[config.mk]
export PLATFORM = sky130hd
export DESIGN_NAME = fx2_fifo_sched
export DESIGN_NICKNAME = d
export VERILOG_FILES = /design/src/rtl/fx2_fifo_sched.sv
export SDC_FILE = /design/constraint.sdc
export NUM_CORES = 1
export LEC_CHECK = 0
export ABC_AREA = 0
export BUFFER_PORTS_ARGS = -buffer_cell sky130_fd_sc_hd__buf_2
export CORE_AREA = 4 4 85 87
export CTS_CLUSTER_SIZE = 20
export DETAILED_ROUTE_END_ITERATION = 16
export DIE_AREA = 0 0 89 91
export GPL_TIMING_DRIVEN = 0
export PLACE_DENSITY_LB_ADDON = 0.1
export SKIP_LAST_GASP = 1
export SLEW_MARGIN = 15
export SYNTH_ARGS = -nofsm -noshare
export SYNTH_HDL_FRONTEND = slang
export SYNTH_SLANG_ARGS = --single-unit
[constraint.sdc]
create_clock -name fx2_clk -period 2.25 [get_ports fx2_clk]
set_input_delay 0.3375 -clock fx2_clk [delete_from_list [all_inputs] [get_ports fx2_clk]]
set_output_delay 0.3375 -clock fx2_clk [all_outputs]
set_load 0.02 [all_outputs]
[src/rtl/fx2_fifo_sched.sv]
// fx2_fifo_sched
//   Arbitrates the FX2 slave-FIFO bus between three streams: command bytes
//   read from the host OUT endpoint, register reply bytes and timetag sample
//   records written to host IN endpoints. Manages FIFOADR / bus-direction
//   turnaround, record-aligned sample bursts, PKTEND after a reply and flushing
//   of a partial sample packet after an idle period.
//
// Ports
//   fx2_clk, reset        sole clock, synchronous active-high reset
//   fx2_flags[2:0]        [0] cmd EP not empty, [1] reply EP not full,
//                         [2] sample EP not full (active-high)
//   fx2_fd_in/out/oe      FD bus input, output, output enable (1 = FPGA drives)
//   fx2_fifoadr           endpoint select
//   fx2_slrd/slwr/sloe/pktend  active-low FX2 strobes
//   cmd_data/valid/ready  command byte stream to the register parser
//   reply_data/valid/end/ready  reply byte stream from the register block
//   sample_data/valid/ready     sample byte stream from the sample packer
module fx2_fifo_sched #(
  parameter logic [1:0]  CMD_EP       = 2'b00,
  parameter logic [1:0]  REPLY_EP     = 2'b10,
  parameter logic [1:0]  SAMPLE_EP    = 2'b11,
  parameter int unsigned RECORD_BYTES = 6,
  parameter int unsigned SAMPLE_BURST = 512,
  parameter int unsigned PKT_BYTES    = 512,
  parameter int unsigned FLUSH_CYCLES = 4096
) (
  input  logic       fx2_clk,
  input  logic       reset,
  input  logic [2:0] fx2_flags,
  input  logic [7:0] fx2_fd_in,
  output logic [7:0] fx2_fd_out,
  output logic       fx2_fd_oe,
  output logic [1:0] fx2_fifoadr,
  output logic       fx2_slrd,
  output logic       fx2_slwr,
  output logic       fx2_sloe,
  output logic       fx2_pktend,
  output logic [7:0] cmd_data,
  output logic       cmd_valid,
  input  logic       cmd_ready,
  input  logic [7:0] reply_data,
  input  logic       reply_valid,
  input  logic       reply_end,
  output logic       reply_ready,
  input  logic [7:0] sample_data,
  input  logic       sample_valid,
  output logic       sample_ready
);

  localparam int unsigned REC_W   = (RECORD_BYTES > 1) ? $clog2(RECORD_BYTES) : 1;
  localparam int unsigned PKT_W   = (PKT_BYTES > 1) ? $clog2(PKT_BYTES) : 1;
  localparam int unsigned BURST_W = $clog2(SAMPLE_BURST + 1);
  localparam int unsigned IDLE_W  = $clog2(FLUSH_CYCLES + 1);

  localparam logic [REC_W-1:0]   REC_LAST  = REC_W'(RECORD_BYTES - 1);
  localparam logic [PKT_W-1:0]   PKT_LAST  = PKT_W'(PKT_BYTES - 1);
  localparam logic [BURST_W-1:0] BURST_MAX = BURST_W'(SAMPLE_BURST);
  localparam logic [IDLE_W-1:0]  IDLE_MAX  = IDLE_W'(FLUSH_CYCLES);

  typedef enum logic [2:0] {
    S_IDLE,
    S_TURN,
    S_RD,
    S_WR_REPLY,
    S_WR_SAMPLE,
    S_PKTEND
  } state_t;

  state_t state;
  state_t target;        // state entered after a TURN cycle
  logic   dir_out;       // bus direction of the last grant: 1 = FPGA writes

  logic [REC_W-1:0]   rec_cnt;
  logic [PKT_W-1:0]   pkt_cnt;
  logic [BURST_W-1:0] burst_cnt;
  logic [IDLE_W-1:0]  idle_cnt;

  // Request qualification
  logic cmd_req, reply_req, sample_req, flush_due;
  logic rd_fire, reply_fire, sample_fire, sample_exit, flush_take;

  assign cmd_req    = fx2_flags[0] & cmd_ready;
  assign reply_req  = reply_valid & fx2_flags[1];
  assign sample_req = sample_valid & fx2_flags[2];
  assign flush_due  = (idle_cnt == IDLE_MAX) && (rec_cnt == '0) && (pkt_cnt != '0);

  // A sample grant is released either to a competing request (at a record
  // boundary once the burst minimum is met, or at once when the sample EP is
  // full) or to a pending flush. On the release cycle no byte is accepted, so
  // a flag drop coinciding with the yield never produces a strobe.
  assign sample_exit = (state == S_WR_SAMPLE) &&
                       (flush_due ||
                        ((cmd_req || reply_req) &&
                         (((burst_cnt >= BURST_MAX) && (rec_cnt == '0)) || !fx2_flags[2])));

  assign rd_fire      = (state == S_RD) && cmd_req;
  assign reply_ready  = (state == S_WR_REPLY) && fx2_flags[1];
  assign sample_ready = (state == S_WR_SAMPLE) && fx2_flags[2] && !sample_exit;
  assign reply_fire   = reply_ready && reply_valid;
  assign sample_fire  = sample_ready && sample_valid;

  // Data strobes follow the same-cycle handshake; everything that only
  // depends on the grant (sloe, fd_oe, fifoadr, pktend) is registered below.
  assign fx2_slrd   = !rd_fire;
  assign fx2_slwr   = !(reply_fire || sample_fire);
  assign fx2_fd_out = (state == S_WR_SAMPLE) ? sample_data : reply_data;

  // IDLE arbitration
  logic       pick_valid;
  logic [1:0] pick_adr;
  logic       pick_out;
  state_t     pick_state;

  always_comb begin
    pick_valid = 1'b0;
    pick_adr   = fx2_fifoadr;
    pick_out   = dir_out;
    pick_state = S_IDLE;
    if (cmd_req) begin
      pick_valid = 1'b1;
      pick_adr   = CMD_EP;
      pick_out   = 1'b0;
      pick_state = S_RD;
    end else if (reply_req) begin
      pick_valid = 1'b1;
      pick_adr   = REPLY_EP;
      pick_out   = 1'b1;
      pick_state = S_WR_REPLY;
    end else if (sample_req) begin
      pick_valid = 1'b1;
      pick_adr   = SAMPLE_EP;
      pick_out   = 1'b1;
      pick_state = S_WR_SAMPLE;
    end else if (flush_due) begin
      pick_valid = 1'b1;
      pick_adr   = SAMPLE_EP;
      pick_out   = 1'b1;
      pick_state = S_PKTEND;
    end
  end

  assign flush_take = (state == S_IDLE) && pick_valid && (pick_state == S_PKTEND);

  // Registered output values on entering a granted state, shared by the
  // direct IDLE path and the TURN path.
  state_t entry_state;
  logic   entry_sloe, entry_oe, entry_pktend;

  always_comb begin
    entry_state  = (state == S_TURN) ? target : pick_state;
    entry_sloe   = (entry_state != S_RD);
    entry_oe     = (entry_state == S_WR_REPLY) || (entry_state == S_WR_SAMPLE);
    entry_pktend = (entry_state != S_PKTEND);
  end

  // Bus FSM
  always_ff @(posedge fx2_clk) begin
    if (reset) begin
      state       <= S_IDLE;
      target      <= S_IDLE;
      dir_out     <= 1'b0;
      fx2_fifoadr <= CMD_EP;
      fx2_sloe    <= 1'b1;
      fx2_pktend  <= 1'b1;
      fx2_fd_oe   <= 1'b0;
      cmd_valid   <= 1'b0;
      cmd_data    <= '0;
    end else begin
      cmd_valid <= rd_fire;
      if (rd_fire) begin
        cmd_data <= fx2_fd_in;
      end

      unique case (state)
        S_IDLE: begin
          if (pick_valid) begin
            fx2_fifoadr <= pick_adr;
            dir_out     <= pick_out;
            if ((pick_adr != fx2_fifoadr) || (pick_out != dir_out)) begin
              state  <= S_TURN;
              target <= pick_state;
            end else begin
              state      <= pick_state;
              fx2_sloe   <= entry_sloe;
              fx2_fd_oe  <= entry_oe;
              fx2_pktend <= entry_pktend;
            end
          end
        end

        S_TURN: begin
          state      <= target;
          fx2_sloe   <= entry_sloe;
          fx2_fd_oe  <= entry_oe;
          fx2_pktend <= entry_pktend;
        end

        S_RD: begin
          if (!cmd_req) begin
            state    <= S_IDLE;
            fx2_sloe <= 1'b1;
          end
        end

        S_WR_REPLY: begin
          if (reply_fire && reply_end) begin
            state      <= S_PKTEND;
            fx2_pktend <= 1'b0;
            fx2_fd_oe  <= 1'b0;
          end
        end

        S_WR_SAMPLE: begin
          if (sample_exit) begin
            state     <= S_IDLE;
            fx2_fd_oe <= 1'b0;
          end
        end

        S_PKTEND: begin
          state      <= S_IDLE;
          fx2_pktend <= 1'b1;
        end

        default: begin
          state <= S_IDLE;
        end
      endcase
    end
  end

  // Sample stream bookkeeping. rec_cnt survives a mid-record yield so the
  // record resumes on the next grant; the packet/idle counts are cleared in
  // the cycle the flush wins arbitration so it cannot re-trigger.
  always_ff @(posedge fx2_clk) begin
    if (reset) begin
      rec_cnt   <= '0;
      pkt_cnt   <= '0;
      burst_cnt <= '0;
      idle_cnt  <= '0;
    end else begin
      if (sample_fire) begin
        rec_cnt  <= (rec_cnt == REC_LAST) ? '0 : rec_cnt + REC_W'(1);
        pkt_cnt  <= (pkt_cnt == PKT_LAST) ? '0 : pkt_cnt + PKT_W'(1);
        idle_cnt <= '0;
        if (burst_cnt != BURST_MAX) begin
          burst_cnt <= burst_cnt + BURST_W'(1);
        end
      end else if (flush_take) begin
        pkt_cnt  <= '0;
        idle_cnt <= '0;
      end else if ((pkt_cnt != '0) && (idle_cnt != IDLE_MAX)) begin
        idle_cnt <= idle_cnt + IDLE_W'(1);
      end

      // A fresh sample grant starts a new burst.
      if ((state != S_WR_SAMPLE) && (entry_state == S_WR_SAMPLE) &&
          ((state == S_TURN) || ((state == S_IDLE) && pick_valid))) begin
        burst_cnt <= '0;
      end
    end
  end

endmodule

==> results.cfg <==
[floorplanning]
die_outline_height_um = 91
die_width_um = 89
boundaryPins = 59
die_area_um2 = 8099
floorplan.initialDensity_pct = 49.36
floorplan.rows = 29
core_area_um2 = 6350

[routing]
remaining_drc_errors = 0
avgViaCountPerCell = 5.577
final_antenna_net_count = 0
detail_route.iter0.violations = 162
postRouteWirelength_um = 8029
via_count = 3095
wl_per_cell_um = 14.47
drt_pre_antenna_iters = 4

[sta]
worstMarginPinSlew_ns = 0.6222
unrepaired_setup_endpoints_after_global_routing = yes
layout_worst_path_cycle_share_pct = 102.1
skew_ns = 0.01128
finalHoldViolCount = 0
finalSetupViolCount = 3
slew_headroom_pct = 58.52
setup_total_negative_slack_ns = -0.1105
achievable-frequency_mhz = 435.3
setup_ws_ns = -0.04716
count_of_final_max_slew_check_failures = 0
post-route-min-period_ns = 2.297

[run]
maxCapViolCount = 0

[global_route]
grt_usage_pct = 19.43
final_global_route_overflow_total = 0
first_global_vias = 2791
grt_antenna_before_repair = 0
grt_first_pass_wirelength_um = 12840
pin_count_of_the_biggest_net_entering_global_routing = 20

[power]
switchingPower_uw = 655.0
combinationalPowerShare_pct = 21.3
p_int_uw = 1422
power.switching_fraction_pct = 31.54
max-vdd-ir-drop_uv = 361.1
p_per_area_nw_per_um2 = 526.9
clkPwrFrac_pct = 27.9
power_uw = 2077
total_leakage_power_uw = 0.001565
sequentialPowerShare_pct = 50.7

[setup_path]
setup.reg_to_reg.worst_slack_ns = -0.04
cp_max_fo = 3
timing.setup.critical_path_class = reg2out
setup.worst_path.end_class = output pin
worstRegToRegCells = 9
cp_data_arrival_time_ns = 1.96
regToRegStartpoint = pkt_cnt[0]
reg2reg_to = burst_cnt[8]
crit_required_ns = 1.91
cp-start-kind = flop

[logic_synthesis]
synth_area_leaders = sky130_fd_sc_hd__dfxtp_1 (36%), sky130_fd_sc_hd__nand2_1 (8.9%), sky130_fd_sc_hd__nor2_1 (5.3%), sky130_fd_sc_hd__a21oi_1 (4.2%), sky130_fd_sc_hd__xnor2_1 (3.9%)
warning_count_from_the_yosys_run = 0
netlist_top_cells_count = sky130_fd_sc_hd__nand2_1 (74), sky130_fd_sc_hd__dfxtp_1 (56), sky130_fd_sc_hd__nor2_1 (44), sky130_fd_sc_hd__a21oi_1 (26), sky130_fd_sc_hd__nand3_1 (19)
netlist-cell-type-count = 62
synth_flop_cell = sky130_fd_sc_hd__dfxtp_1
synthMostInstantiatedCell = sky130_fd_sc_hd__nand2_1
synth_enable_flop_cells = 0
asyncSetResetFlopFracSynth_pct = 0
netlist.area_leader.share_pct = 35.77
syn_inst = 397
syn_area_per_cell_um2 = 7.895
mappedNetlistNets = 437
yosys.area.top_type = sky130_fd_sc_hd__dfxtp_1
synth.yosys.seq_area_share_pct = 35.77
post_synth_instance_area_um2 = 3134
ys_ff_latch = 56

[clock_network]
clk_pin_slew_ns = 0.11
cts.path.max_buffers = 2
tritoncts.num_buffers = 5
cts_tree = yes
cts_hold_buffers = 0
clock_sinks = 56
clock_latency_ns = 0.32
cts_htree_levels = 2
cts.root.buffer_cell = sky130_fd_sc_hd__clkbuf_8

[cells_and_area]
layout.nets = 517
final_layout_size_suffix_gt1_share_pct = 29.08
ff_latch_area_um2 = 1132
antenna_cells = 0
filler_cells = 575
syn_to_final_growth_pct = 25.79
multi_input_combinational_cell_area_um2 = 2049

[hold_path]
worst_hold_path_type = in2reg
worstHoldEndpoint = cmd_data[3]
hp-start = fx2_fd_in[3]
hold-path-cell-count = 3

[placed_design]
portBuffers = 58
detailedPlace.worstSlack_ns = -0.2568
place.gp.congestion = 0.8725
detailed_place_hpwl_um = 5754

[status]
violations = negative setup slack
status = complete, but fails checks
## through the flow
step / cells / area (µm²) / utilization, % / hold slack (ns)
floorplan: 397 / 3134 / - / 0.4530
global placement: 532 / 3521 / 55.45 / 0.4394
detailed placement: 532 / 3521 / 55.45 / 0.4449
CTS: 551 / 3807 / 59.96 / 0.2379
global route: 555 / 3943 / 62.09 / 0.2365
finish: 555 / 3943 / 62.09 / 0.2431
## power by group through the flow
| stage | sequential [µW] | combinational, µW | clock, µW |
|---|---|---|---|
| finish | 1050 | 443 | 581 |
| global route | 1060 | 486 | 633 |
| CTS | 1050 | 426 | 597 |
| detailed placement | 1080 | 405 | 0 |
| global placement | 1070 | 402 | 0 |
| floorplan | 1090 | 260 | 0 |
## placed cells by master, fill, tap and decap left out, types with 3 or more instances in the layout
cell type / netlist / routed
sky130_fd_sc_hd__nand2_1: 74 / 74
sky130_fd_sc_hd__buf_2: 4 / 57
sky130_fd_sc_hd__dfxtp_1: 56 / 51
sky130_fd_sc_hd__nor2_1: 44 / 43
sky130_fd_sc_hd__a21oi_1: 26 / 24
sky130_fd_sc_hd__buf_4: 0 / 18
sky130_fd_sc_hd__nand3_1: 19 / 16
sky130_fd_sc_hd__xnor2_1: 14 / 14
sky130_fd_sc_hd__o21ai_0: 12 / 12
sky130_fd_sc_hd__xor2_1: 11 / 11
sky130_fd_sc_hd__inv_1: 14 / 10
sky130_fd_sc_hd__and3_1: 9 / 8
sky130_fd_sc_hd__nor3_1: 12 / 8
sky130_fd_sc_hd__nand4_1: 8 / 8
sky130_fd_sc_hd__and2_1: 7 / 6
sky130_fd_sc_hd__clkbuf_1: 9 / 5
sky130_fd_sc_hd__ha_1: 7 / 5
sky130_fd_sc_hd__clkbuf_8: 0 / 5
sky130_fd_sc_hd__inv_2: 0 / 4
sky130_fd_sc_hd__buf_6: 2 / 4
sky130_fd_sc_hd__o21ai_1: 4 / 4
sky130_fd_sc_hd__o211ai_1: 4 / 4
sky130_fd_sc_hd__clkbuf_2: 0 / 3
sky130_fd_sc_hd__nor4b_4: 2 / 3
sky130_fd_sc_hd__nand3_2: 0 / 3
sky130_fd_sc_hd__or3_1: 3 / 3
sky130_fd_sc_hd__nor3_2: 0 / 3
sky130_fd_sc_hd__a211oi_1: 3 / 3
sky130_fd_sc_hd__mux2i_1: 3 / 3
sky130_fd_sc_hd__o21a_1: 3 / 3
sky130_fd_sc_hd__dfxtp_2: 0 / 3
## state kept, by name, indices dropped and copies added, names as in the netlist
name / cells
fx2_sloe: 1
idle_cnt: 13
cmd_valid: 1
fx2_fifoadr: 2
dir_out: 1
target: 3
cmd_data: 8
state: 3
pkt_cnt: 9
fx2_pktend: 1
rec_cnt: 3
fx2_fd_oe: 1
burst_cnt: 10
## worst max-delay path, cell delays in order (launching register included)
cell	delay, ns
sky130_fd_sc_hd__dfxtp_1	0.37
sky130_fd_sc_hd__nor4_4	0.43
sky130_fd_sc_hd__nand3_2	0.13
sky130_fd_sc_hd__o211a_1	0.24
sky130_fd_sc_hd__buf_6	0.12
sky130_fd_sc_hd__buf_8	0.11
sky130_fd_sc_hd__a21oi_2	0.10
sky130_fd_sc_hd__buf_4	0.15
## cell families after synthesis
group | after synthesis | synth area share, %
AND/OR/NAND/NOR | 194 | 30.82
AO/OA/AOI/OAI | 82 | 18.44
flip-flops | 56 | 35.77
buffers and inverters | 30 | 4.231
XOR/XNOR | 25 | 6.986
adder cells (fa/ha/maj) | 7 | 2.794
multiplexers | 3 | 0.9581
## layout make-up
class	count	share of cell area, %
plain buffers	14	2.412
multi-input cells	311	51.98
flip-flops and latches	56	28.72
repair buffers	74	10.63
clock buffers	5	1.745
inverters	15	1.428
well taps	77	2.444
clock inverters	3	0.6347
## per-layer routing
layer  global-route usage [%]  wire length (µm)  vias to the layer above
li1                         -                 -                     1555
met3                    2.896               383                       16
met4                    4.715               133                        0
met1                    25.68              3399                     1451
met5                        0                 0                        -
met2                    32.98              4111                       73
## how the worst max path moves through the flow
stage | endpoint | depth (start not counted) | startpoint
5_1_grt | pkt_cnt[4] | 11 | pkt_cnt[0]
3_5_place_dp | fx2_fd_oe | 8 | idle_cnt[0]
6_report | fx2_slwr | 7 | idle_cnt[11]
3_3_place_gp | fx2_fd_oe | 8 | idle_cnt[0]
4_1_cts | fx2_slwr | 9 | idle_cnt[0]
2_1_floorplan | fx2_slwr | 8 | idle_cnt[0]
## repair_timing
action | CTS | global route
pin swaps | 6 | 6
gates cloned | 0 | 0
buffers inserted | 12 | 4
setup endpoints to repair | 39 | 42
hold endpoints to repair | 0 | 0
gates resized for setup | 33 | 25
No activity file was read; power rests on OpenSTA's default activity.
